$ cat config.mk
export PLATFORM = sky130hd
export DESIGN_NAME = heater_enable_sequencer_flat
export DESIGN_NICKNAME = d
export VERILOG_FILES = /design/src/rtl/heater_enable_sequencer_if.sv /design/src/rtl/heater_enable_sequencer.sv /design/src/flat_wrapper.sv
export SDC_FILE = /design/constraint.sdc
export NUM_CORES = 1
export LEC_CHECK = 0
export ABC_AREA = 1
export BUFFER_PORTS_ARGS = -buffer_cell sky130_fd_sc_hd__buf_4
export CAP_MARGIN = 20
export CORE_MARGIN = 2
export CORE_UTILIZATION = 45
export CTS_CLUSTER_DIAMETER = 40
export DETAILED_ROUTE_END_ITERATION = 8
export GPL_TIMING_DRIVEN = 0
export PLACE_DENSITY = 0.7
export SLEW_MARGIN = 40
export SYNTH_ARGS = -nofsm -noshare
export SYNTH_HDL_FRONTEND = slang
export SYNTH_SLANG_ARGS = --single-unit
$ cat constraint.sdc
create_clock -name clk -period 9.3 [get_ports clk]
set_clock_uncertainty 0.2 [all_clocks]
set_input_delay 1.395 -clock clk [delete_from_list [all_inputs] [get_ports clk]]
set_output_delay 1.395 -clock clk [all_outputs]
set_load 0.005 [all_outputs]
$ cat src/rtl/heater_enable_sequencer_if.sv
// rtl/heater_enable_sequencer_if.sv - control/status bundle between enable-mask source and heater sequencer
interface heater_enable_sequencer_if #(
  parameter int N = 12
);
  logic [N-1:0] req_enable;
  logic [N-1:0] err_in;
  logic [N-1:0] err_clear_req;
  logic [N-1:0] enable_out;
  logic [N-1:0] err_clear_out;
  logic [N-1:0] err_sticky;
  logic         busy;
  logic         at_limit;

  modport master (
    output req_enable, err_in, err_clear_req,
    input  enable_out, err_clear_out, err_sticky, busy, at_limit
  );

  modport slave (
    input  req_enable, err_in, err_clear_req,
    output enable_out, err_clear_out, err_sticky, busy, at_limit
  );
endinterface

$ cat src/rtl/heater_enable_sequencer.sv
// rtl/heater_enable_sequencer.sv - staggered, current-capped heater enable sequencer with sticky error latching
module heater_enable_sequencer #(
  parameter int N      = 12,
  parameter int DWELL  = 1024,
  parameter int MAX_ON = 12
) (
  input  logic                        clk,
  input  logic                        rst_n,
  heater_enable_sequencer_if.slave    io_bus
);

  localparam int CW = $clog2(N + 1);
  localparam int DW = $clog2(DWELL + 1);
  localparam logic [CW-1:0] MAX_ON_C   = CW'(MAX_ON);
  localparam logic [DW-1:0] DWELL_LOAD = DW'(DWELL - 1);

  localparam logic [0:0] ST_READY = 1'b0;
  localparam logic [0:0] ST_DWELL = 1'b1;

  logic [N-1:0]  r_enable;
  logic [N-1:0]  r_err_sticky;
  logic [N-1:0]  r_err_clear;
  logic          r_busy;
  logic          r_at_limit;
  logic [0:0]    r_state;
  logic [DW-1:0] r_dwell_cnt;

  logic [N-1:0]  w_target;
  logic [N-1:0]  w_kept;
  logic [N-1:0]  w_pending;
  logic [N-1:0]  w_pick;
  logic [N-1:0]  w_sticky_nxt;
  logic [N-1:0]  w_enable_nxt;
  logic [0:0]    w_state_nxt;
  logic [DW-1:0] w_dwell_nxt;

  function automatic logic [CW-1:0] f_popcount(input logic [N-1:0] v);
    logic [CW-1:0] c;
    c = '0;
    for (int i = 0; i < N; i++) begin
      c = c + CW'(v[i]);
    end
    return c;
  endfunction

  // A new error always wins over a clear request arriving in the same cycle.
  assign w_sticky_nxt = io_bus.err_in |
                        (r_err_sticky & ~(io_bus.err_clear_req & ~io_bus.err_in));

  assign w_target  = io_bus.req_enable & ~r_err_sticky;
  assign w_kept    = r_enable & w_target;
  assign w_pending = w_target & ~r_enable;
  assign w_pick    = w_pending & (-w_pending);

  // Turn-offs apply unconditionally; the cap is checked against what survives them.
  always_comb begin
    w_enable_nxt = w_kept;
    w_state_nxt  = r_state;
    w_dwell_nxt  = r_dwell_cnt;
    case (r_state)
      ST_READY: begin
        if ((w_pending != '0) && (f_popcount(w_kept) < MAX_ON_C)) begin
          w_enable_nxt = w_kept | w_pick;
          w_state_nxt  = ST_DWELL;
          w_dwell_nxt  = DWELL_LOAD;
        end
      end
      default: begin
        if (r_dwell_cnt == '0) begin
          w_state_nxt = ST_READY;
        end else begin
          w_dwell_nxt = r_dwell_cnt - DW'(1);
        end
      end
    endcase
  end

  always_ff @(posedge clk or negedge rst_n) begin
    if (!rst_n) begin
      r_enable     <= '0;
      r_err_sticky <= '0;
      r_err_clear  <= '0;
      r_busy       <= 1'b0;
      r_at_limit   <= 1'b0;
      r_state      <= ST_READY;
      r_dwell_cnt  <= '0;
    end else begin
      r_enable     <= w_enable_nxt;
      r_err_sticky <= w_sticky_nxt;
      r_err_clear  <= io_bus.err_clear_req;
      r_busy       <= ((w_target & ~w_enable_nxt) != '0);
      r_at_limit   <= (f_popcount(w_enable_nxt) == MAX_ON_C);
      r_state      <= w_state_nxt;
      r_dwell_cnt  <= w_dwell_nxt;
    end
  end

  assign io_bus.enable_out    = r_enable;
  assign io_bus.err_clear_out = r_err_clear;
  assign io_bus.err_sticky    = r_err_sticky;
  assign io_bus.busy          = r_busy;
  assign io_bus.at_limit      = r_at_limit;

endmodule

$ cat src/flat_wrapper.sv
// flat-port wrapper written by rule: the top's interface ports become plain ports
module heater_enable_sequencer_flat 
#(
  parameter int N      = 12,
  parameter int DWELL  = 1024,
  parameter int MAX_ON = 12
)
  (clk, rst_n, io_bus_req_enable, io_bus_err_in, io_bus_err_clear_req, io_bus_enable_out, io_bus_err_clear_out, io_bus_err_sticky, io_bus_busy, io_bus_at_limit);
  heater_enable_sequencer_if #(.N(N)) io_bus_i ();
  input  logic clk;
  input  logic rst_n;
  input wire logic [$bits(io_bus_i.req_enable)-1:0] io_bus_req_enable;
  input wire logic [$bits(io_bus_i.err_in)-1:0] io_bus_err_in;
  input wire logic [$bits(io_bus_i.err_clear_req)-1:0] io_bus_err_clear_req;
  output wire logic [$bits(io_bus_i.enable_out)-1:0] io_bus_enable_out;
  output wire logic [$bits(io_bus_i.err_clear_out)-1:0] io_bus_err_clear_out;
  output wire logic [$bits(io_bus_i.err_sticky)-1:0] io_bus_err_sticky;
  output wire logic [$bits(io_bus_i.busy)-1:0] io_bus_busy;
  output wire logic [$bits(io_bus_i.at_limit)-1:0] io_bus_at_limit;
  assign io_bus_i.req_enable = io_bus_req_enable;
  assign io_bus_i.err_in = io_bus_err_in;
  assign io_bus_i.err_clear_req = io_bus_err_clear_req;
  assign io_bus_enable_out = io_bus_i.enable_out;
  assign io_bus_err_clear_out = io_bus_i.err_clear_out;
  assign io_bus_err_sticky = io_bus_i.err_sticky;
  assign io_bus_busy = io_bus_i.busy;
  assign io_bus_at_limit = io_bus_i.at_limit;
  heater_enable_sequencer #(.N(N), .DWELL(DWELL), .MAX_ON(MAX_ON)) u_core (.clk(clk), .rst_n(rst_n), .io_bus(io_bus_i));
endmodule
**Yosys cells after proc, flatten, opt, wreduce, memory -nomap -nowiden**

Cells that the tools add are included.

- Register bits after elaboration: 50
- Input bits: 38
- Output and inout port bits: 38
- Logic and storage cells: 62

- Add/sub/neg operators: 24
- Order comparisons: 1
- Equality and inequality tests: 2
- Mux-type cells: 8
- Bitwise gates (word level): 14
- Reductions and logical operators: 6

Operators by type and width:

| kind | number |
|---|---|
| 12-bit AND | 7 |
| 4-bit by 1-bit adder with 4-bit output | 20 |
| 12-bit NOT | 5 |
| 11-bit 2-to-1 mux | 3 |
| 12-bit 2-to-1 mux | 2 |
| 12-bit bitwise OR | 2 |
| 12-bit nonzero test | 2 |
| 12-bit negator | 1 |
| 11-bit logical NOT | 1 |
| 11-bit by 1-bit subtractor with 11-bit output, second input constant | 1 |
| 1-bit by 1-bit adder with 2-bit output | 2 |
| 4-bit == test, second input constant | 1 |
| 4-bit < comparator, second input constant | 1 |
| 1-bit 2-to-1 mux | 3 |
| 2-bit != test, second input constant | 1 |
| 2-bit AND reduction | 1 |
| 2-bit nonzero test | 1 |
| 1-bit logical AND | 1 |

**Logic depth before layout (Yosys ltp)**

- Depth after elaboration: 30
- Depth in mapped cells: 31

**Least setup slack after synthesis**

OpenSTA, ideal clock, no wires.

- Kind: input port to flip-flop
- From: input io_bus_req_enable[0]
- To: register u_core.r_at_limit, in the netlist u_core.io_bus.at_limit
- Arrival time: 7166 ps
- Required time: 8975 ps
- Slack: 1809 ps
- Cell stages on the path: 30
- Path buffers: 0
- Path through: inv_1 > nor2_2 > inv_1 > nor2_1 > ha_1 > inv_1 > fa_1 > fa_1 > inv_1 > fa_1 > ha_1 > nand4_1 > nand2_1 > nand2_1 > nand2_1 > nand2_1 > nand3_2 > nand2_4 > o22ai_1 > ha_1 > inv_1 > fa_1 > fa_1 > inv_1 > fa_1 > fa_1 > inv_1 > fa_1 > inv_1 > a2111oi_0

- Cells in the longest elaborated chain, start to end: 29

Ends and longest elaborated chain:

| element | RTL line | text |
|---|---|---|
| start, declared | flat_wrapper.sv:12 | `input wire logic [$bits(io_bus_i.req_enable)-1:0] io_bus_req_enable;` |
| 12-bit AND * | heater_enable_sequencer.sv:50 | `assign w_target = io_bus.req_enable & ~r_err_sticky;` |
| 12-bit AND | heater_enable_sequencer.sv:51 | `assign w_kept = r_enable & w_target;` |
| 1-bit by 1-bit adder with 2-bit output | heater_enable_sequencer.sv:41 | `c = c + CW'(v[i]);` |
| 4-bit by 1-bit adder with 4-bit output (10 in a row) | heater_enable_sequencer.sv:41 |  |
| 4-bit < comparator | heater_enable_sequencer.sv:62 | `if ((w_pending != '0) && (f_popcount(w_kept) < MAX_ON_C)) begin` |
| 1-bit logical AND | heater_enable_sequencer.sv:62 |  |
| 12-bit 2-to-1 mux * | heater_enable_sequencer.sv:62 |  |
| 12-bit 2-to-1 mux * | heater_enable_sequencer.sv:60 | `case (r_state)` |
| net u_core.w_enable_nxt[1] | heater_enable_sequencer.sv:33 | `logic [N-1:0] w_enable_nxt;` |
| 1-bit by 1-bit adder with 2-bit output * | heater_enable_sequencer.sv:41 |  |
| 4-bit by 1-bit adder with 4-bit output * (10 in a row) | heater_enable_sequencer.sv:41 |  |
| 4-bit == test * | heater_enable_sequencer.sv:92 | `r_at_limit <= (f_popcount(w_enable_nxt) == MAX_ON_C);` |
| end signal, assigned | heater_enable_sequencer.sv:92 |  |
| end, declared | heater_enable_sequencer.sv:24 | `logic r_at_limit;` |

The timed path passes the listed nets; every way through them passes the cells marked *.
A chain may end at the register's enable or synchronous reset.

**Worst setup path in the final report**

Ends and elaborated chain as after synthesis.

==> impl_metrics.env <==
export IMPL_cts_buffer_depth=2
export IMPL_die_x_um=84.73
export IMPL_critPathSlowestCell="fa_1"
export IMPL_clk_transition_reported_paths_ps=90
export IMPL_syn_nets=395
export IMPL_dp_hpwl_mm=4.753
export IMPL_outcome="finished clean"
export IMPL_max_freq_mhz=129.7
export IMPL_synth_async_reset_ratio=1.000
export IMPL_cp_max_fo=9
export IMPL_cts_setup_buffers=0
export IMPL_tns_ps=0
export IMPL_cts_tree="yes"
export IMPL_nets=477
export IMPL_synth_top_flop_cell="dfrtp_1"
export IMPL_period_share=0.8289
export IMPL_startpoint="io_bus_req_enable[0]"
export IMPL_grt_busiest_layer="met2"
export IMPL_ys_seq_elements=50
export IMPL_layout_common_cells="75 x buf_4, 74 x inv_1, 55 x nand2_1"
export IMPL_routedWlPerCell_um=12.03
export IMPL_p_sw_frac=0.2367
export IMPL_drtAntennaViolNets=0
export IMPL_grt_total_usage=0.1748
export IMPL_synth_edff_count=0
export IMPL_use_met1=0.2378
export IMPL_hp_class="reg -> reg"
export IMPL_cp_end_kind="register"
export IMPL_vias=2337
export IMPL_grtUsageMet2=0.2885
export IMPL_worstMarginPinSlew_ps=626.9
export IMPL_antenna_found_initial=0
export IMPL_netSwitchingPower_uw=101.1
export IMPL_max_cap_violations=0
export IMPL_vdd_drop_max_v=0.00007144
export IMPL_post_cts_resized=0
export IMPL_diodes=0
export IMPL_synth_cell_type_count=29
export IMPL_cts_max_level=2
export IMPL_grt_ovfl_total=0
export IMPL_port_buffers=75
export IMPL_drt_iter0_markers=153
export IMPL_postRouteWirelength_mm=5.957
export IMPL_regToRegStartpoint="u_core.io_bus.err_sticky[0]"
export IMPL_core_rowCount=29
export IMPL_slew_viol_final=0
export IMPL_clock_latency_ps=300
export IMPL_layout_drive_gt1_share=0.2608
export IMPL_numCtsBuffers=5
export IMPL_rsz0062_at_grt="false"
export IMPL_cp_start_kind="input pin"
export IMPL_grt_pass1_vias=2296
export IMPL_dieArea_sq_um=7179
export IMPL_grt_use_met3=0.03540
export IMPL_initial_core_util=0.4645
export IMPL_clock_power_share=0.340
export IMPL_root_buffer="clkbuf_8"
export IMPL_p_leak_nw=2.014
export IMPL_timing_critical_path_buf_inv=9
export IMPL_relSlewSlack=0.5821
export IMPL_placed_cells=487
export IMPL_yosysSeqAreaShare=0.4266
export IMPL_power_share_combinational=0.129
export IMPL_path_delay_family="adder cells"
export IMPL_holdBufCountCts=0
export IMPL_hp_start="u_core.r_dwell_cnt[10]"
export IMPL_crit_path_max_incr_delay_ps=550
export IMPL_gp_congestion=0.8523
export IMPL_finalHoldViolCount=0
export IMPL_yosysWarnings=0
export IMPL_die_h_um=84.73
export IMPL_clock_sinks=50
export IMPL_cp_arrival_ps=7680
export IMPL_internal_power_uw=326.1
export IMPL_post_drt_via_cell_ratio=4.721
export IMPL_synth_area_sq_um=2933
export IMPL_postSynthAreaPerCell_sq_um=8.755
export IMPL_ios=76
export IMPL_critical_path_class="in -> reg"
export IMPL_grt_first_pass_wirelength_mm=10.16
export IMPL_setup_viol=0
export IMPL_layout_area_overhead_vs_synth_pct=26.24
export IMPL_core_sq_um=6314
export IMPL_grt_start_max_net_pins=51
export IMPL_drc=0
export IMPL_pwr_share_seq=0.531
export IMPL_p_per_area_nw_per_um2=115.4
export IMPL_critical_path_required_ps=9270
export IMPL_ff2ff_setup_slack_ps=2340
export IMPL_finalCriticalPeriod_ps=7709
export IMPL_synthCells=335
export IMPL_layout_commonest_cell="buf_4"
export IMPL_instances_no_fill=495
export IMPL_first_pass_iters=4
[metrics by stage]
stage               hold slack (ps)  instance area [sq um]  total power [mW]  worst slack [ps]    util
floorplan                     281.1                   2933            0.2545              1809       -
detailed placement            296.6                   3592            0.2871              1202  0.5690
CTS                           309.4                   3702            0.4348              1508  0.5864
global route                  329.3                   3702            0.4478              1195  0.5864
global placement              291.6                   3592            0.2861              1213  0.5690
finish                        309.3                   3702            0.4272              1591  0.5864
[worst paths after layout]
path,end,depth (start not counted)
max,u_core.io_bus.at_limit,30
min,u_core.r_dwell_cnt[10],2
max reg2reg,u_core.io_bus.at_limit,28
min reg2reg,u_core.r_dwell_cnt[10],2
max in group asynchronous,u_core.io_bus.err_clear_out[6],1
min in group asynchronous,u_core.r_dwell_cnt[0],1
[registers in the layout, indices dropped and copies added, names as in the netlist]
register and count:
u_core.io_bus.err_clear_out 12, u_core.io_bus.at_limit 1, u_core.io_bus.err_sticky 12, u_core.io_bus.enable_out 12
u_core.io_bus.busy 1, u_core.r_state 1, u_core.r_dwell_cnt 11
[area by class of cell]
class                      instances  area (sq um)
tap                               77         96.34
inverter                          77         289.0
buffer                             3         33.78
sequential                        50          1251
fill                             592          2611
timing repair buffer              75         563.0
clock buffer                       8         110.1
multi-input combinational        205          1359
[power by group through the flow]
stage | combinational, mW | clock [mW] | sequential [mW]
after global placement | 0.0553 | 0 | 0.231
after global routing | 0.0624 | 0.158 | 0.228
after CTS | 0.0562 | 0.152 | 0.227
after floorplan | 0.0227 | 0 | 0.232
final | 0.0553 | 0.145 | 0.227
after detailed placement | 0.0561 | 0 | 0.231
[cell families (layout without fill, tap and decap cells)]
kind of cell,count (synthesis),after routing,share of synthesized area
compound gates,33,33,0.07168
xor+xnor,6,6,0.01792
fa+ha+maj,22,22,0.1246
buf+inv,80,163,0.1101
flops,50,50,0.4266
simple gates,144,144,0.2491
[worst reg2reg max path: cells and delay by family, from the launching register on]
kind | cells | cell delay, ps
AO/OA/AOI/OAI | 2 | 580
adder cells (fa/ha/maj) | 11 | 4410
flip-flops | 1 | 410
buffers and inverters | 7 | 430
AND/OR/NAND/NOR | 8 | 800
[metal layers]
metal	routed length [um]	vias up
met5	0	-
met4	37	0
met3	323	2
met2	2951	61
met1	2644	1070
li1	-	1204
[cells in the mapped netlist, types with 2 or more instances]
library cell | count | area, sq um
ha_1 | 10 | 125.1
nand2_1 | 55 | 206.5
dfrtp_1 | 50 | 1251
nand3b_4 | 2 | 40.04
nor3_1 | 7 | 35.03
nand3_1 | 31 | 155.2
fa_1 | 12 | 240.2
nor2_1 | 27 | 101.4
o21bai_1 | 12 | 90.09
nand2_2 | 4 | 25.02
nor2_2 | 3 | 18.77
o21ai_0 | 10 | 50.05
inv_2 | 3 | 11.26
nand3_2 | 4 | 40.04
a21oi_1 | 3 | 15.01
nand2_4 | 4 | 45.04
inv_1 | 74 | 277.8
nand4_1 | 3 | 18.77
o21ai_1 | 4 | 20.02
xor2_1 | 6 | 52.55
buf_6 | 3 | 33.78
Note: power is estimated with default switching activity, not from simulation.
